## src/rtl/alarm_pkg.sv

```systemverilog
// alarm_pkg: shared state, digit and LED pattern definitions for the alarm sequencer
package alarm_pkg;
    typedef enum logic [1:0] {DISABLED, ARMED, RING, SNOOZE} state_e;
    typedef logic [3:0] bcd_t;
    localparam logic [15:0] DEF_PAT_A = 16'hAAAA;
    localparam logic [15:0] DEF_PAT_B = 16'h5555;
endpackage

```

## src/rtl/alarm_time_match.sv

```systemverilog
// alarm_time_match: HH:MM digit compare with a registered rising-edge hit detect
module alarm_time_match
    import alarm_pkg::*;
(
    input  logic       clk,
    input  logic       reset,
    input  logic       preload_i,
    input  bcd_t [3:0] time_i,
    input  bcd_t [3:0] alarm_i,
    output logic       hit_o
);
    logic match, match_q;
    assign match = (time_i == alarm_i);
    // preload suppresses the edge while the previous match value is being captured
    assign hit_o = match & ~match_q & ~preload_i;
    always_ff @(posedge clk) begin
        match_q <= reset ? 1'b0 : match;
    end
endmodule

```

## src/rtl/alarm_sequencer.sv

```systemverilog
// alarm_sequencer: arms, rings, snoozes and times out the alarm, driving the LED bank
module alarm_sequencer
    import alarm_pkg::*;
#(
    parameter int          RING_SEC   = 60,
    parameter int          SNOOZE_SEC = 300,
    parameter int          MAX_SNOOZE = 3,
    parameter logic [15:0] PAT_A      = DEF_PAT_A,
    parameter logic [15:0] PAT_B      = DEF_PAT_B
) (
    input  logic        clk,
    input  logic        reset,
    input  logic        tick_1hz,
    input  logic        alarm_enable,
    input  logic        stop_alarm,
    input  logic        snooze,
    input  logic [3:0]  first,
    input  logic [3:0]  second,
    input  logic [3:0]  third,
    input  logic [3:0]  fourth,
    input  logic [3:0]  a_first,
    input  logic [3:0]  a_second,
    input  logic [3:0]  a_third,
    input  logic [3:0]  a_fourth,
    output logic [15:0] led,
    output logic        ringing,
    output logic        snoozing,
    output logic [2:0]  snooze_left
);
    localparam logic [7:0] RING_LAST = 8'(RING_SEC - 1);
    localparam logic [9:0] SNZ_LAST  = 10'(SNOOZE_SEC - 1);
    localparam logic [2:0] SNZ_MAX   = 3'(MAX_SNOOZE);

    state_e      state_q, state_d;
    logic [7:0]  ring_cnt_q, ring_cnt_d;
    logic [9:0]  snz_cnt_q, snz_cnt_d;
    logic [2:0]  left_q, left_d;
    logic [15:0] led_q, led_d;
    logic        ringing_q, snoozing_q;
    logic        hit, ring_done, snz_done, snz_ok;

    alarm_time_match u_match (
        .clk       (clk),
        .reset     (reset),
        .preload_i (state_q == DISABLED),
        .time_i    ({fourth, third, second, first}),
        .alarm_i   ({a_fourth, a_third, a_second, a_first}),
        .hit_o     (hit)
    );

    assign ring_done = tick_1hz && ring_cnt_q >= RING_LAST;
    assign snz_done  = tick_1hz && snz_cnt_q >= SNZ_LAST;
    assign snz_ok    = snooze && left_q != '0;

    always_comb begin
        state_d = state_q;
        if (!alarm_enable)
            state_d = DISABLED;
        else
            case (state_q)
                DISABLED: state_d = ARMED;
                ARMED:    state_d = hit ? RING : ARMED;
                RING:     state_d = (stop_alarm || ring_done || (snooze && !snz_ok)) ? ARMED : snz_ok ? SNOOZE : RING;
                SNOOZE:   state_d = stop_alarm ? ARMED : snz_done ? RING : SNOOZE;
                default:  state_d = DISABLED;
            endcase
        // counters restart on the entry cycle, so a tick landing there is not counted
        ring_cnt_d = (state_q != RING) ? '0 : (tick_1hz && ring_cnt_q != '1) ? ring_cnt_q + 8'd1 : ring_cnt_q;
        snz_cnt_d  = (state_q != SNOOZE) ? '0 : (tick_1hz && snz_cnt_q != '1) ? snz_cnt_q + 10'd1 : snz_cnt_q;
        left_d     = (state_d == DISABLED || state_d == ARMED) ? SNZ_MAX :
                     (state_q == RING && state_d == SNOOZE) ? left_q - 3'd1 : left_q;
        led_d      = (state_d != RING) ? '0 : (state_q != RING) ? PAT_A :
                     tick_1hz ? ((led_q == PAT_A) ? PAT_B : PAT_A) : led_q;
    end

    always_ff @(posedge clk) begin
        if (reset) begin
            state_q    <= DISABLED;
            ring_cnt_q <= '0;
            snz_cnt_q  <= '0;
            left_q     <= SNZ_MAX;
            led_q      <= '0;
            ringing_q  <= 1'b0;
            snoozing_q <= 1'b0;
        end else begin
            state_q    <= state_d;
            ring_cnt_q <= ring_cnt_d;
            snz_cnt_q  <= snz_cnt_d;
            left_q     <= left_d;
            led_q      <= led_d;
            ringing_q  <= state_d == RING;
            snoozing_q <= state_d == SNOOZE;
        end
    end

    assign led         = led_q;
    assign ringing     = ringing_q;
    assign snoozing    = snoozing_q;
    assign snooze_left = left_q;
endmodule

```

## config.mk

```make
export PLATFORM = sky130hd
export DESIGN_NAME = alarm_sequencer
export DESIGN_NICKNAME = d
export VERILOG_FILES = /design/src/rtl/alarm_pkg.sv /design/src/rtl/alarm_time_match.sv /design/src/rtl/alarm_sequencer.sv
export SDC_FILE = /design/constraint.sdc
export NUM_CORES = 1
export LEC_CHECK = 0
export CAP_MARGIN = 20
export CORE_ASPECT_RATIO = 0.75
export CORE_MARGIN = 2
export CORE_UTILIZATION = 48
export DETAILED_ROUTE_END_ITERATION = 12
export PLACE_DENSITY = 0.84
export SETUP_SLACK_MARGIN = 0.1
export SYNTH_ARGS = -nofsm -noshare
export SYNTH_HDL_FRONTEND = slang
export SYNTH_SLANG_ARGS = --single-unit
```

## constraint.sdc

```tcl
create_clock -name clk -period 5 [get_ports clk]
set_clock_uncertainty 0.1 [all_clocks]
set_input_delay 1 -clock clk [delete_from_list [all_inputs] [get_ports clk]]
set_output_delay 1 -clock clk [all_outputs]
set_load 0.05 [all_outputs]
```

==> run summary, run 1 <==
leakage -> 0.768 nW
routed vias/inst -> 5.33
IO Pins -> 59
clock tree sinks -> 28
Post-Layout Cell Count -> 273
starting density of the core -> 50.6%
commonest cells after routing, fill and taps aside -> clkdlybuf4s50_1 (58), dfxtp_1 (28), xor2_1 (21), nor2_1 (20), nand2_1 (10)
Critical Path Sink -> snooze_left[1]$_SDFFE_PP1P_
YS warnings -> 0
CTS tree -> yes
sw power -> 90.7 uW
Worst EP arrival -> 2.89 ns
cell internal pwr -> 329 uW
area delta synth->final -> 33.5%
total number of H-tree levels -> 1
total global routing overflow -> 0
Period Utilization, post-route -> 56.5%
status -> finished clean
cell count after placement -> 269
share of the synthesized area in the top cell type -> 33.2%
Die Wd -> 72.5 um
Design Area, Final -> 2250 um^2
Seq/Total Area, Yosys -> 33.2%
cell area after synthesis -> 1690 um^2
number of fill cells -> 283
# setup viols final -> 0
vias -> 1455
worst-path cell chain -> clkdlybuf4s50_1, xor2_1, nor4_4, nand4_1, o41a_4, or3_1
path depth of the worst reg2reg path -> 6
Worst Setup Path Type -> input pin to register
Seq pwr share -> 53.3%
Resize count post-CTS -> 0
worst r2r src -> ring_cnt_q[0]$_SDFFE_PP0P_
Iter 0 DRT Violations -> 48
Die H -> 55.4 um
slowest stage cell, crit path -> o41a_4
Placer Congestion -> 0.807
worst-margin pin slew -> 0.877 ns
crit path from -> a_second[2]
worst r2r dst -> ringing$_SDFF_PP0_
setup total negative slack -> 0 ns
placement row count -> 18
dpl hpwl -> 2.93 mm
Root Driver -> clkbuf_8
antenna violations before repair -> 0
PD cells -> 186 nW/um^2
Longest Clk Path Bufs -> 2
Comb pwr share -> 13.5%
Core Box Area -> 3330 um^2
hold buffer count at CTS -> 0
Syn Nets -> 231
clock share of power -> 33.2%
Seq cells post-synth -> 28
vias in the first global route -> 1322
CP max FO -> 8
worst path required time -> 5.06 ns
Tightest Hold Check Type -> register to register
layout cells sized above 1 -> 6.01%
DR WL/cell -> 13.2 um
Pins Over Slew Limit -> 0
WHS Path Cells -> 2
Antenna Cells -> 0
Tmin final -> 2.83 ns
CP Launch Type -> input pin
Initial DRT Pass Iterations -> 4
clock latency on the worst-skew pair -> 0.27 ns
top cells by area, synth -> dfxtp_1 (33%), xor2_1 (11%), buf_4 (6.2%), nor2_1 (4.4%), nor4_4 (3.8%)
GRT Overall Usage -> 18.6%
multi-input logic area -> 977 um^2
Cells after Synth -> 189
die area -> 4010 um^2
CP max stage delay -> 0.43 ns
Worst setup EP type -> register
fin nets -> 276
commonest non-fill, non-tap cell in the layout -> clkdlybuf4s50_1
final wirelength -> 3.60 mm
pin count of the biggest net entering global routing -> 16
Fmax -> 354 MHz
post-layout power -> 419 uW
Mapped Avg Cell Area -> 8.93 um^2
synth unique cells -> 41
Register Area -> 561 um^2
unrepaired setup endpoints after global routing -> no
post-route ant nets -> 0
postcts setup bufs -> 0
final hold vios -> 0
placed cell area -> 2200 um^2
Peak VDD IR -> 162 uV
drt drc -> 0
IO Port Bufs -> 58
flop2flop setup slack -> 2.95 ns
Slew HR -> 40.8%
clock transition at the registers of the reported paths -> 0.09 ns
area leader, netlist -> dfxtp_1
Max Cap Viol -> 0
total CTS buffers -> 3
global-route wire length before repair -> 6.03 mm
sw frac -> 21.6%
-- flip-flops by register name, indices dropped and copies added, names as in the netlist --
register and count:
ringing 1, u_match.match_q 1, ring_cnt_q 8, snz_cnt_q 10
snoozing 1, snooze_left 3, led 2, state_q 2
-- power groups by stage --
stage / Clock [mW] / Sequential, mW / Combinational (mW)
5_1_grt: 0.149 / 0.224 / 0.0610
2_1_floorplan: 0 / 0.229 / 0.0221
6_report: 0.139 / 0.224 / 0.0565
3_3_place_gp: 0 / 0.229 / 0.0555
4_1_cts: 0.142 / 0.224 / 0.0570
3_5_place_dp: 0 / 0.229 / 0.0569
-- critical path, delay by kind of cell --
family                 cells  cell delay [ns]
AND/OR/NAND/NOR            3             0.85
AO/OA/AOI/OAI              1             0.43
buffers and inverters      1             0.41
XOR/XNOR                   1             0.19
-- cells in the mapped netlist --
library cell,count
or3_1,6
nor4_4,3
o41ai_1,1
o41ai_2,1
and4bb_1,1
nor2_1,20
nand2b_1,2
inv_1,8
clkbuf_1,3
nand3b_1,1
o21ai_1,1
ha_1,4
nor2b_1,1
and3b_2,1
xnor2_1,7
a41o_1,1
o31a_1,1
xor2_1,21
nand4_1,3
nand3_1,3
buf_4,14
nor4_1,2
a211o_1,1
dfxtp_1,28
and3_1,1
nor4b_1,1
nand2_1,10
a21oi_1,9
o21ai_0,9
and4_1,3
and2_1,1
o211ai_1,2
buf_1,1
or2_2,2
o41a_4,1
nor3b_1,2
mux2i_1,3
o311ai_0,3
nor3_1,3
nor4_2,2
a41oi_1,2
-- stage by stage --
step	utilization, %	setup WS, ns	hold slack, ns
floorplan	-	2.45	0.371
finish	67.6	2.17	0.421
global placement	66.0	1.92	0.390
CTS	67.6	2.17	0.420
global route	67.6	2.03	0.436
detailed placement	66.0	1.87	0.406
-- area by class of cell --
cell class,count,area share (%)
flip-flops and latches,28,24.9
clock buffers,4,2.44
inverters,8,1.33
repair buffers,58,25.8
well taps,40,2.22
multi-input cells,135,43.4
-- cell families (layout without fill, tap and decap cells) --
kind of cell / after synthesis / count (layout) / synth area share, %
XOR/XNOR: 28 / 28 / 14.5
flip-flops: 28 / 28 / 33.2
buffers and inverters: 26 / 70 / 8.90
multiplexers: 3 / 3 / 1.78
AO/OA/AOI/OAI: 32 / 32 / 13.5
adder cells (fa/ha/maj): 4 / 4 / 2.97
AND/OR/NAND/NOR: 68 / 68 / 25.1
-- metal layers --
layer	track usage (%)	part of all wire [%]	vias to the layer above
met5	0	0	-
met4	3.44	0.50	0
met3	4.74	4.9	2
met2	31.1	47	32
met1	24.5	48	676
li1	-	-	745
-- how the worst min path moves through the flow --
stage,to,start
after global placement,ring_cnt_q[5]$_SDFFE_PP0P_,ring_cnt_q[5]$_SDFFE_PP0P_
after detailed placement,ring_cnt_q[5]$_SDFFE_PP0P_,ring_cnt_q[5]$_SDFFE_PP0P_
after global routing,ring_cnt_q[5]$_SDFFE_PP0P_,ring_cnt_q[5]$_SDFFE_PP0P_
final,ring_cnt_q[5]$_SDFFE_PP0P_,ring_cnt_q[5]$_SDFFE_PP0P_
after floorplan,ring_cnt_q[5]$_SDFFE_PP0P_,ring_cnt_q[5]$_SDFFE_PP0P_
after CTS,ring_cnt_q[5]$_SDFFE_PP0P_,ring_cnt_q[5]$_SDFFE_PP0P_
(Power assumes the default switching activity.)
==> run 2: changes to the inputs <==
--- a/config.mk
+++ b/config.mk
@@ -8,9 +8,9 @@
 export CAP_MARGIN = 20
 export CORE_ASPECT_RATIO = 0.75
 export CORE_MARGIN = 2
-export CORE_UTILIZATION = 48
+export CORE_UTILIZATION = 45
 export DETAILED_ROUTE_END_ITERATION = 12
-export PLACE_DENSITY = 0.84
+export PLACE_DENSITY = 0.8
 export SETUP_SLACK_MARGIN = 0.1
 export SYNTH_ARGS = -nofsm -noshare
 export SYNTH_HDL_FRONTEND = slang
==> constraint.sdc (replaced) <==
create_clock -name clk -period 2.66 [get_ports clk]
set_clock_uncertainty 0.1 [all_clocks]
set_input_delay 0.532 -clock clk [delete_from_list [all_inputs] [get_ports clk]]
set_output_delay 0.532 -clock clk [all_outputs]
set_load 0.05 [all_outputs]
==> run 2 against run 1 <==
Global-route usage shrank 0.50 points; critical endpoint is now snooze_left[0]$_SDFFE_PP1P_; sequential share of layout area shrank 0.25 points; critical path depth is the same.
==> run summary, run 2 (synthesis results as in run 1) <==
placed cell area -> 2220 um^2
dpl hpwl -> 3.03 mm
Biggest register -> snz_cnt_q
total CTS buffers -> 3
area delta synth->final -> 34.8%
starting density of the core -> 46.4%
Register Area -> 561 um^2
Antenna Cells -> 0
pin count of the biggest net entering global routing -> 16
Post-Layout Cell Count -> 286
Worst setup EP type -> register
Initial DRT Pass Iterations -> 4
Period Utilization, post-route -> 90.9%
Longest Clk Path Bufs -> 2
Worst Setup Path Type -> input pin to register
cell count after placement -> 282
Slew HR -> 44.3%
post-route ant nets -> 0
IO Pins -> 59
PD cells -> 346 nW/um^2
DR WL/cell -> 12.7 um
CP Launch Type -> input pin
IO Port Bufs -> 58
Die H -> 57.0 um
Setup WS pre-CTS -> -0.0470 ns
Pins Over Slew Limit -> 0
worst-margin pin slew -> 0.825 ns
Design Area, Final -> 2280 um^2
postcts setup bufs -> 0
placement row count -> 19
Root Driver -> clkbuf_8
clock transition at the registers of the reported paths -> 0.09 ns
CP max stage delay -> 0.44 ns
Iter 0 DRT Violations -> 63
Tightest Hold Check Type -> register to register
GRT Overall Usage -> 18.1%
vias in the first global route -> 1372
vias -> 1478
CTS tree -> yes
setup total negative slack -> 0 ns
commonest non-fill, non-tap cell in the layout -> clkdlybuf4s50_1
clock tree sinks -> 28
leakage -> 0.773 nW
Max Cap Viol -> 0
CP delay by family, top -> simple AND/OR/NAND/NOR gates
Worst EP arrival -> 2.48 ns
multi-input logic area -> 977 um^2
Resize count post-CTS -> 0
hold buffer count at CTS -> 0
Core Box Area -> 3640 um^2
slowest stage cell, crit path -> clkdlybuf4s50_1
total number of H-tree levels -> 1
max reg flops -> 10
total global routing overflow -> 0
final hold vios -> 0
CP max FO -> 8
worst path required time -> 2.72 ns
final wirelength -> 3.63 mm
clock latency on the worst-skew pair -> 0.27 ns
status -> finished clean
Peak VDD IR -> 356 uV
# setup viols final -> 0
routed vias/inst -> 5.17
worst-path cell chain -> clkdlybuf4s50_1, xor2_1, nor4_2, nand4_1, o41a_4, or3_1
antenna violations before repair -> 0
Final WS setup -> 0.243 ns
die area -> 4260 um^2
Tmin final -> 2.42 ns
global-route wire length before repair -> 6.03 mm
number of fill cells -> 318
Die Wd -> 74.7 um
drt drc -> 0
fin nets -> 277
Fmax -> 414 MHz
commonest cells after routing, fill and taps aside -> clkdlybuf4s50_1 (58), dfxtp_1 (28), xor2_1 (21), nor2_1 (20), nand2_1 (10)
flop2flop setup slack -> 0.62 ns
unrepaired setup endpoints after global routing -> no
worst path bufs/invs -> 1
Hold Slack -> 0.412 ns
Placer Congestion -> 0.831
layout cells sized above 1 -> 6.41%
## run 2: cell count changes in the layout (fill, tap and decap cells not counted)
cell,previous run,this run
buf_4,0,1
## run 2: report_power, final
group	switching, mW	total (mW)	leakage [nW]	internal (mW)
clock network	0.125	0.257	0.0288	0.132
logic	0.0421	0.109	0.519	0.0666
registers	0.000937	0.420	0.226	0.420
total	0.168	0.787	0.773	0.619
## run 2: final cells by class
type	instances	area share (%)
inverters	8	1.32
clock buffers	4	2.42
multi-input cells	135	42.9
repair buffers	59	25.8
well taps	52	2.86
flip-flops and latches	28	24.6
## run 2: final timing paths
check	from	end	cells past startpoint
hold / removal	ring_cnt_q[5]$_SDFFE_PP0P_	ring_cnt_q[5]$_SDFFE_PP0P_	2
setup / recovery	a_second[1]	snooze_left[0]$_SDFFE_PP1P_	6
setup reg to reg	ring_cnt_q[0]$_SDFFE_PP0P_	led[12]$_SDFFE_PP0P_	6
hold reg to reg	ring_cnt_q[5]$_SDFFE_PP0P_	ring_cnt_q[5]$_SDFFE_PP0P_	2
## run 2: per-stage QoR
stage	utilization, %	power, mW
2_1_floorplan	-	0.472
3_3_place_gp	61.1	0.536
3_5_place_dp	61.1	0.539
4_1_cts	62.6	0.797
5_1_grt	62.6	0.817
6_report	62.6	0.787
## run 2: layer usage
metal / vias up / share of wire [%] / wire length (um) / GRT usage [%]
met5: - / 0 / 0 / 0
met4: 0 / 1.2 / 44 / 4.08
met3: 6 / 4.4 / 158 / 4.24
met2: 37 / 47 / 1700 / 30.1
met1: 691 / 48 / 1720 / 24.1
li1: 744 / - / - / -
## run 2: worst reg2reg max path, delay by kind of cell (launching register included)
kind	cells	cell delay, ns
AO/OA/AOI/OAI	3	0.62
flip-flops	1	0.34
adder cells (fa/ha/maj)	1	0.23
AND/OR/NAND/NOR	2	0.69
